**src/rtl/traffic_pkg.sv**
```systemverilog
// Shared types for the traffic light controller: FSM states, lamp codes and
// small helpers for phase sequencing and lamp decoding.
`timescale 1ns/1ps
package traffic_pkg;

  typedef enum logic [2:0] {
    MAIN_GREEN  = 3'd0,
    MAIN_YELLOW = 3'd1,
    SIDE_GREEN  = 3'd2,
    SIDE_YELLOW = 3'd3,
    NIGHT       = 3'd4
  } state_e;

  // Lamp vectors are {R,Y,G}
  localparam logic [2:0] LAMP_R   = 3'b100;
  localparam logic [2:0] LAMP_Y   = 3'b010;
  localparam logic [2:0] LAMP_G   = 3'b001;
  localparam logic [2:0] LAMP_OFF = 3'b000;

  // Successor in the normal day cycle; NIGHT exits to MAIN_GREEN
  function automatic state_e next_phase(input state_e s);
    case (s)
      MAIN_GREEN:  return MAIN_YELLOW;
      MAIN_YELLOW: return SIDE_GREEN;
      SIDE_GREEN:  return SIDE_YELLOW;
      default:     return MAIN_GREEN;
    endcase
  endfunction

  // Main-road lamp for a state; flash_on selects Y vs dark in NIGHT
  function automatic logic [2:0] main_lamp(input state_e s, input logic flash_on);
    case (s)
      MAIN_GREEN:  return LAMP_G;
      MAIN_YELLOW: return LAMP_Y;
      SIDE_GREEN:  return LAMP_R;
      SIDE_YELLOW: return LAMP_R;
      default:     return flash_on ? LAMP_Y : LAMP_OFF;
    endcase
  endfunction

  // Side-road lamp for a state; flash_on selects Y vs dark in NIGHT
  function automatic logic [2:0] side_lamp(input state_e s, input logic flash_on);
    case (s)
      MAIN_GREEN:  return LAMP_R;
      MAIN_YELLOW: return LAMP_R;
      SIDE_GREEN:  return LAMP_G;
      SIDE_YELLOW: return LAMP_Y;
      default:     return flash_on ? LAMP_Y : LAMP_OFF;
    endcase
  endfunction

endpackage

```
**src/rtl/tick_gen.sv**
```systemverilog
// One-second prescaler: counts 0..CLK_DIV-1 while enabled and emits a
// registered one-cycle tick on the cycle after the terminal count.
`timescale 1ns/1ps
module tick_gen #(
  parameter int CLK_DIV = 50_000_000
) (
  input  logic clk,
  input  logic rst_n,
  input  logic en,
  input  logic clr,
  output logic tick
);

  localparam int W = (CLK_DIV > 1) ? $clog2(CLK_DIV) : 1;
  localparam logic [W-1:0] CNT_MAX = W'(CLK_DIV - 1);

  logic [W-1:0] cnt_q, cnt_d;
  logic         tick_q, tick_d;

  // Next prescaler value: clear wins, otherwise count and wrap when enabled
  always_comb begin
    cnt_d  = cnt_q;
    tick_d = 1'b0;
    if (clr) begin
      cnt_d = '0;
    end else if (en) begin
      if (cnt_q == CNT_MAX) begin
        cnt_d  = '0;
        tick_d = 1'b1;
      end else begin
        cnt_d = cnt_q + 1'b1;
      end
    end
  end

  // Prescaler and tick registers
  always_ff @(posedge clk or negedge rst_n) begin
    if (!rst_n) begin
      cnt_q  <= '0;
      tick_q <= 1'b0;
    end else begin
      cnt_q  <= cnt_d;
      tick_q <= tick_d;
    end
  end

  assign tick = tick_q;

endmodule

```
**src/rtl/traffic_light_ctrl.sv**
```systemverilog
// Two-road traffic light controller with per-second countdown, pause and a
// flashing-yellow night mode. All outputs come straight from flops.
`timescale 1ns/1ps
module traffic_light_ctrl
  import traffic_pkg::*;
#(
  parameter int CLK_DIV     = 50_000_000,
  parameter int GREEN_TIME  = 25,
  parameter int YELLOW_TIME = 5
) (
  input  logic       clk,
  input  logic       rst_n,
  input  logic       pause,
  input  logic       night_mode,
  output logic [2:0] main_light,
  output logic [2:0] side_light,
  output logic [5:0] count,
  output logic       sec_tick
);

  // Refuse to elaborate with out-of-range timing parameters
  if (CLK_DIV < 2 || CLK_DIV > (1 << 26)) begin : g_bad_div
    $fatal(1, "traffic_light_ctrl: CLK_DIV out of range 2..2^26");
  end
  if (GREEN_TIME < 1 || GREEN_TIME > 63) begin : g_bad_green
    $fatal(1, "traffic_light_ctrl: GREEN_TIME out of range 1..63");
  end
  if (YELLOW_TIME < 1 || YELLOW_TIME > 63) begin : g_bad_yellow
    $fatal(1, "traffic_light_ctrl: YELLOW_TIME out of range 1..63");
  end

  localparam logic [5:0] GREEN_CNT  = 6'(GREEN_TIME);
  localparam logic [5:0] YELLOW_CNT = 6'(YELLOW_TIME);

  state_e     state_q, state_d;
  logic [5:0] count_q, count_d;
  logic [2:0] main_q, main_d;
  logic [2:0] side_q, side_d;
  logic       flash_q, flash_d;   // 1 = yellow lit during NIGHT
  logic       tick;
  logic       in_night;
  logic       tick_en;
  logic       tick_clr;

  // Restart the prescaler on every mode change; night ignores pause
  assign in_night = (state_q == NIGHT);
  assign tick_clr = (night_mode != in_night);
  assign tick_en  = night_mode | ~pause;

  tick_gen #(
    .CLK_DIV (CLK_DIV)
  ) u_tick_gen (
    .clk   (clk),
    .rst_n (rst_n),
    .en    (tick_en),
    .clr   (tick_clr),
    .tick  (tick)
  );

  // Next state, countdown and lamp decode; a tick already issued is consumed
  always_comb begin
    state_d = state_q;
    count_d = count_q;
    flash_d = flash_q;
    if (night_mode) begin
      if (!in_night) begin
        state_d = NIGHT;
        count_d = 6'd0;
        flash_d = 1'b1;
      end else if (tick) begin
        flash_d = ~flash_q;
      end
    end else if (in_night) begin
      state_d = MAIN_GREEN;
      count_d = GREEN_CNT;
      flash_d = 1'b1;
    end else if (tick) begin
      if (count_q > 6'd1) begin
        count_d = count_q - 6'd1;
      end else begin
        state_d = next_phase(state_q);
        count_d = (state_d == MAIN_GREEN || state_d == SIDE_GREEN) ? GREEN_CNT : YELLOW_CNT;
      end
    end
    main_d = main_lamp(state_d, flash_d);
    side_d = side_lamp(state_d, flash_d);
  end

  // FSM state and registered outputs
  always_ff @(posedge clk or negedge rst_n) begin
    if (!rst_n) begin
      state_q <= MAIN_GREEN;
      count_q <= GREEN_CNT;
      flash_q <= 1'b1;
      main_q  <= LAMP_G;
      side_q  <= LAMP_R;
    end else begin
      state_q <= state_d;
      count_q <= count_d;
      flash_q <= flash_d;
      main_q  <= main_d;
      side_q  <= side_d;
    end
  end

  assign main_light = main_q;
  assign side_light = side_q;
  assign count      = count_q;
  assign sec_tick   = tick;

endmodule
```
**config.mk**
```make
export PLATFORM = sky130hd
export DESIGN_NAME = traffic_light_ctrl
export DESIGN_NICKNAME = d
export VERILOG_FILES = /design/src/rtl/traffic_pkg.sv /design/src/rtl/tick_gen.sv /design/src/rtl/traffic_light_ctrl.sv
export SDC_FILE = /design/constraint.sdc
export NUM_CORES = 1
export LEC_CHECK = 0
export ABC_AREA = 1
export BUFFER_PORTS_ARGS = -buffer_cell sky130_fd_sc_hd__buf_2
export CAP_MARGIN = 5
export CORE_MARGIN = 10
export CORE_UTILIZATION = 60
export DETAILED_ROUTE_END_ITERATION = 10
export PLACE_DENSITY = 0.82
export SLEW_MARGIN = 20
export SYNTH_ARGS = -nofsm -noshare
export SYNTH_HDL_FRONTEND = slang
export SYNTH_SLANG_ARGS = --single-unit
```
**constraint.sdc**
```tcl
create_clock -name clk -period 3.8 [get_ports clk]
set_input_delay 0.19 -clock clk [delete_from_list [all_inputs] [get_ports clk]]
set_output_delay 0.19 -clock clk [all_outputs]
set_load 0.02 [all_outputs]
```
==> out/metrics.cfg <==
[place]
gp_routability_congestion=0.902
hpwlAfterDp_mm=4.05
place_inst=398
place_ws_ns=1.65
post_dp_cell_area_um2=2770
placement.io_buffers=16

[drt]
detail-route-antenna-nets=0
viasPerCell=5.46
route.detailed.wl_per_inst_um=13.3
remaining_drc_errors=0
initial_detailed_routing_violation_count=149
vias=2218
first_pass_iters=4
wl_mm=5.41

[setup_path]
worstSetupStartpointType=register
path_max_fanout=16
cp.required_ns=4.03
slowest_delay_ns=0.42
crit_buf_inv=4
worst_path_dominant_cell_family=simple AND/OR/NAND/NOR gates
critical_path_arrival_ns=2.40
worst-setup-path-type=register to register
worst_setup_path_end_kind=register
critical_path.slowest_cell=sky130_fd_sc_hd__dfrtp_1
cell_breakdown_of_the_critical_path=nor2_1, inv_1, nor2_2, inv_1, ha_1, nor2_8, inv_6, nand2_4, clkinv_4, nor2_1

[floorplanning]
core_region_area_um2=4320
dieArea_um2=7530
initial_core_util_pct=61.9
dieHeight_um=86.8
placement_row_count=24
die_width_um=86.8
boundary_pin_count=17

[final_layout]
drive_above_1_share_pct=24.3
layout.cell_area.non_filler_um2=2890
commonest_cells_after_routing_fill_and_taps_aside=76 x sky130_fd_sc_hd__nand2_1, 37 x sky130_fd_sc_hd__dfrtp_1, 36 x sky130_fd_sc_hd__inv_1, 35 x sky130_fd_sc_hd__nor2_1, 20 x sky130_fd_sc_hd__nor2_2
num_antenna_cells=0
num-nets-final=362
synthToLayoutAreaGrowth_pct=7.86
number_of_filler_cells_placed_in_the_layout=360
post_layout_nonfiller_instances=406
most_common_library_cell_in_the_layout_ignoring_fill_and_taps=sky130_fd_sc_hd__nand2_1

[sta]
clock.fmax_mhz=462
tightestPinTransition_ns=0.930
fin_crit_sh_pct=57.0
timing.final.setup_violations=0
hold_viol=0
whs_ns=0.0272
rsz_0062_raised_after_global_routing=no
setup_tns_ns=0
period_needed_ns=2.17
worst_slew_margin_rel_pct=38.0
slew_viol_final=0
final.setup.worst_slack_ns=1.63
max_clock_skew_ns=0.00637

[clocking]
cts.htree.levels=2
clock_path_buffers=2
cts_inserted_buffers=5
clock_latency_at_the_later_pin_of_the_worst_skew_pair_ns=0.30
ctsResizeCount=0
path_clk_slew_ns=0.08
cts_sink_count=43
cts_hold_repair.buffers=0
post_cts.repair.setup_buffers=0
clock_tree_from_tritoncts=built
clock_root_cell=sky130_fd_sc_hd__clkbuf_8

[global_route]
grt_most_used_layer=met2
global_route.usage.met2_pct=26.0
grt_first_pass_wirelength_mm=9.55
groute.layer.met3.usage_pct=4.32
grt_max_degree=44
grt_use_total_pct=15.3
grt_antenna_before_repair=0
grt_pass1_vias=2204
grtUsageMet1_pct=17.5
grt_remaining_overflow=0

[run]
timing.max_cap.violations=0

[synthesis]
yosys_register_bits=43
synth_warnings=0
synth_flop_cell=sky130_fd_sc_hd__dfrtp_1
async_set_or_reset_flop_fraction_in_the_synthesized_netlist_pct=100
synth_fp_nets=344
synth_area_leaders=sky130_fd_sc_hd__dfrtp_1 35%, sky130_fd_sc_hd__nand2_1 11%, sky130_fd_sc_hd__dfstp_2 5.9%
syn-mean-instance-area_um2=7.99
syn_inst=335
synth.lib_cells_used.distinct=39
synthesis.area_um2=2680
synth_enable_flop_cells=0
post-synth-top-area-cell=sky130_fd_sc_hd__dfrtp_1
ys_seq_area_share_pct=40.5
synthDominantCellAreaShare_pct=34.6

[power]
vdd_drop_max_mv=0.191
total_leakage_power_nw=1.34
p_per_area_nw_per_um2=375

[status]
outcome=finished clean

[worst_hold_path]
hold_path_class=primary input to asynchronous set/reset pin

-- registers in the layout, indices dropped and copies added (netlist names) --
name / flops
u_tick_gen.cnt_q: 26
count: 6
main_light: 3
side_light: 3
state_q: 3
flash_q: 1
u_tick_gen.tick: 1
-- synth_stat cells (all sizes together), types with 2 or more instances --
library cell,n
a31oi,2
inv,44
or2,2
o211ai,2
nor2,62
nand4,10
dfrtp,37
nand2,83
dfstp,6
ha,5
nor3,8
buf,5
a21oi,7
o21ai,20
xor2,10
nand3,23
xnor2,5
-- kinds of logic (layout without fill, tap and decap cells) --
logic type      count (synthesis)  count (layout)  share of synthesized area, %
fa+ha+maj                       5               5                          2.34
simple gates                  190             190                          36.6
xor+xnor                       15              15                          4.91
buf+inv                        50              69                          8.75
flops                          43              43                          40.5
compound gates                 32              32                          6.92
-- per-stage QoR --
stage / power, mW / util [%]
2_1_floorplan: 0.668 / -
3_3_place_gp: 0.715 / 64.0
3_5_place_dp: 0.720 / 64.0
4_1_cts: 1.09 / 66.7
5_1_grt: 1.13 / 66.7
6_report: 1.08 / 66.7
-- path summary, 6_finish.rpt --
path                                      start                               end  slack [ns]  cells after the start
max                        state_q[0]$_DFF_PN0_  u_tick_gen.cnt_q[11]$_DFFE_PN0P_        1.63                     10
min                                       rst_n              count[5]$_DFFE_PN0P_        0.03                      1
max reg2reg                state_q[0]$_DFF_PN0_  u_tick_gen.cnt_q[11]$_DFFE_PN0P_        1.63                     10
min reg2reg                count[5]$_DFFE_PN0P_              count[5]$_DFFE_PN0P_        0.51                      2
max in group asynchronous                 rst_n   u_tick_gen.cnt_q[2]$_DFFE_PN0P_        3.19                      1
min in group clk                     night_mode                 flash_q$_DFF_PN1_        0.20                      2
-- cell type report --
class / instances / area [µm²] / share of cell area, %
multi-input combinational: 242 / 1360 / 47.1
sequential: 43 / 1080 / 37.6
inverter: 45 / 181 / 6.29
clock buffer: 6 / 82.6 / 2.86
timing repair buffer: 16 / 80.1 / 2.78
tap: 52 / 65.1 / 2.25
clock inverter: 2 / 35.0 / 1.21
-- power breakdown --
group	switching (mW)	internal [mW]	leakage, nW
Clock	0.159	0.213	0.0612
Sequential	0.0208	0.485	0.570
Combinational	0.140	0.0634	0.707
Total	0.320	0.761	1.34
-- per-layer routing --
| metal | wire, µm | share of wire [%] |
|---|---|---|
| met1 | 2310 | 43 |
| met2 | 2660 | 49 |
| met3 | 367 | 6.8 |
| met4 | 65 | 1.2 |
| met5 | 0 | 0 |
(Power assumes the default switching activity.)
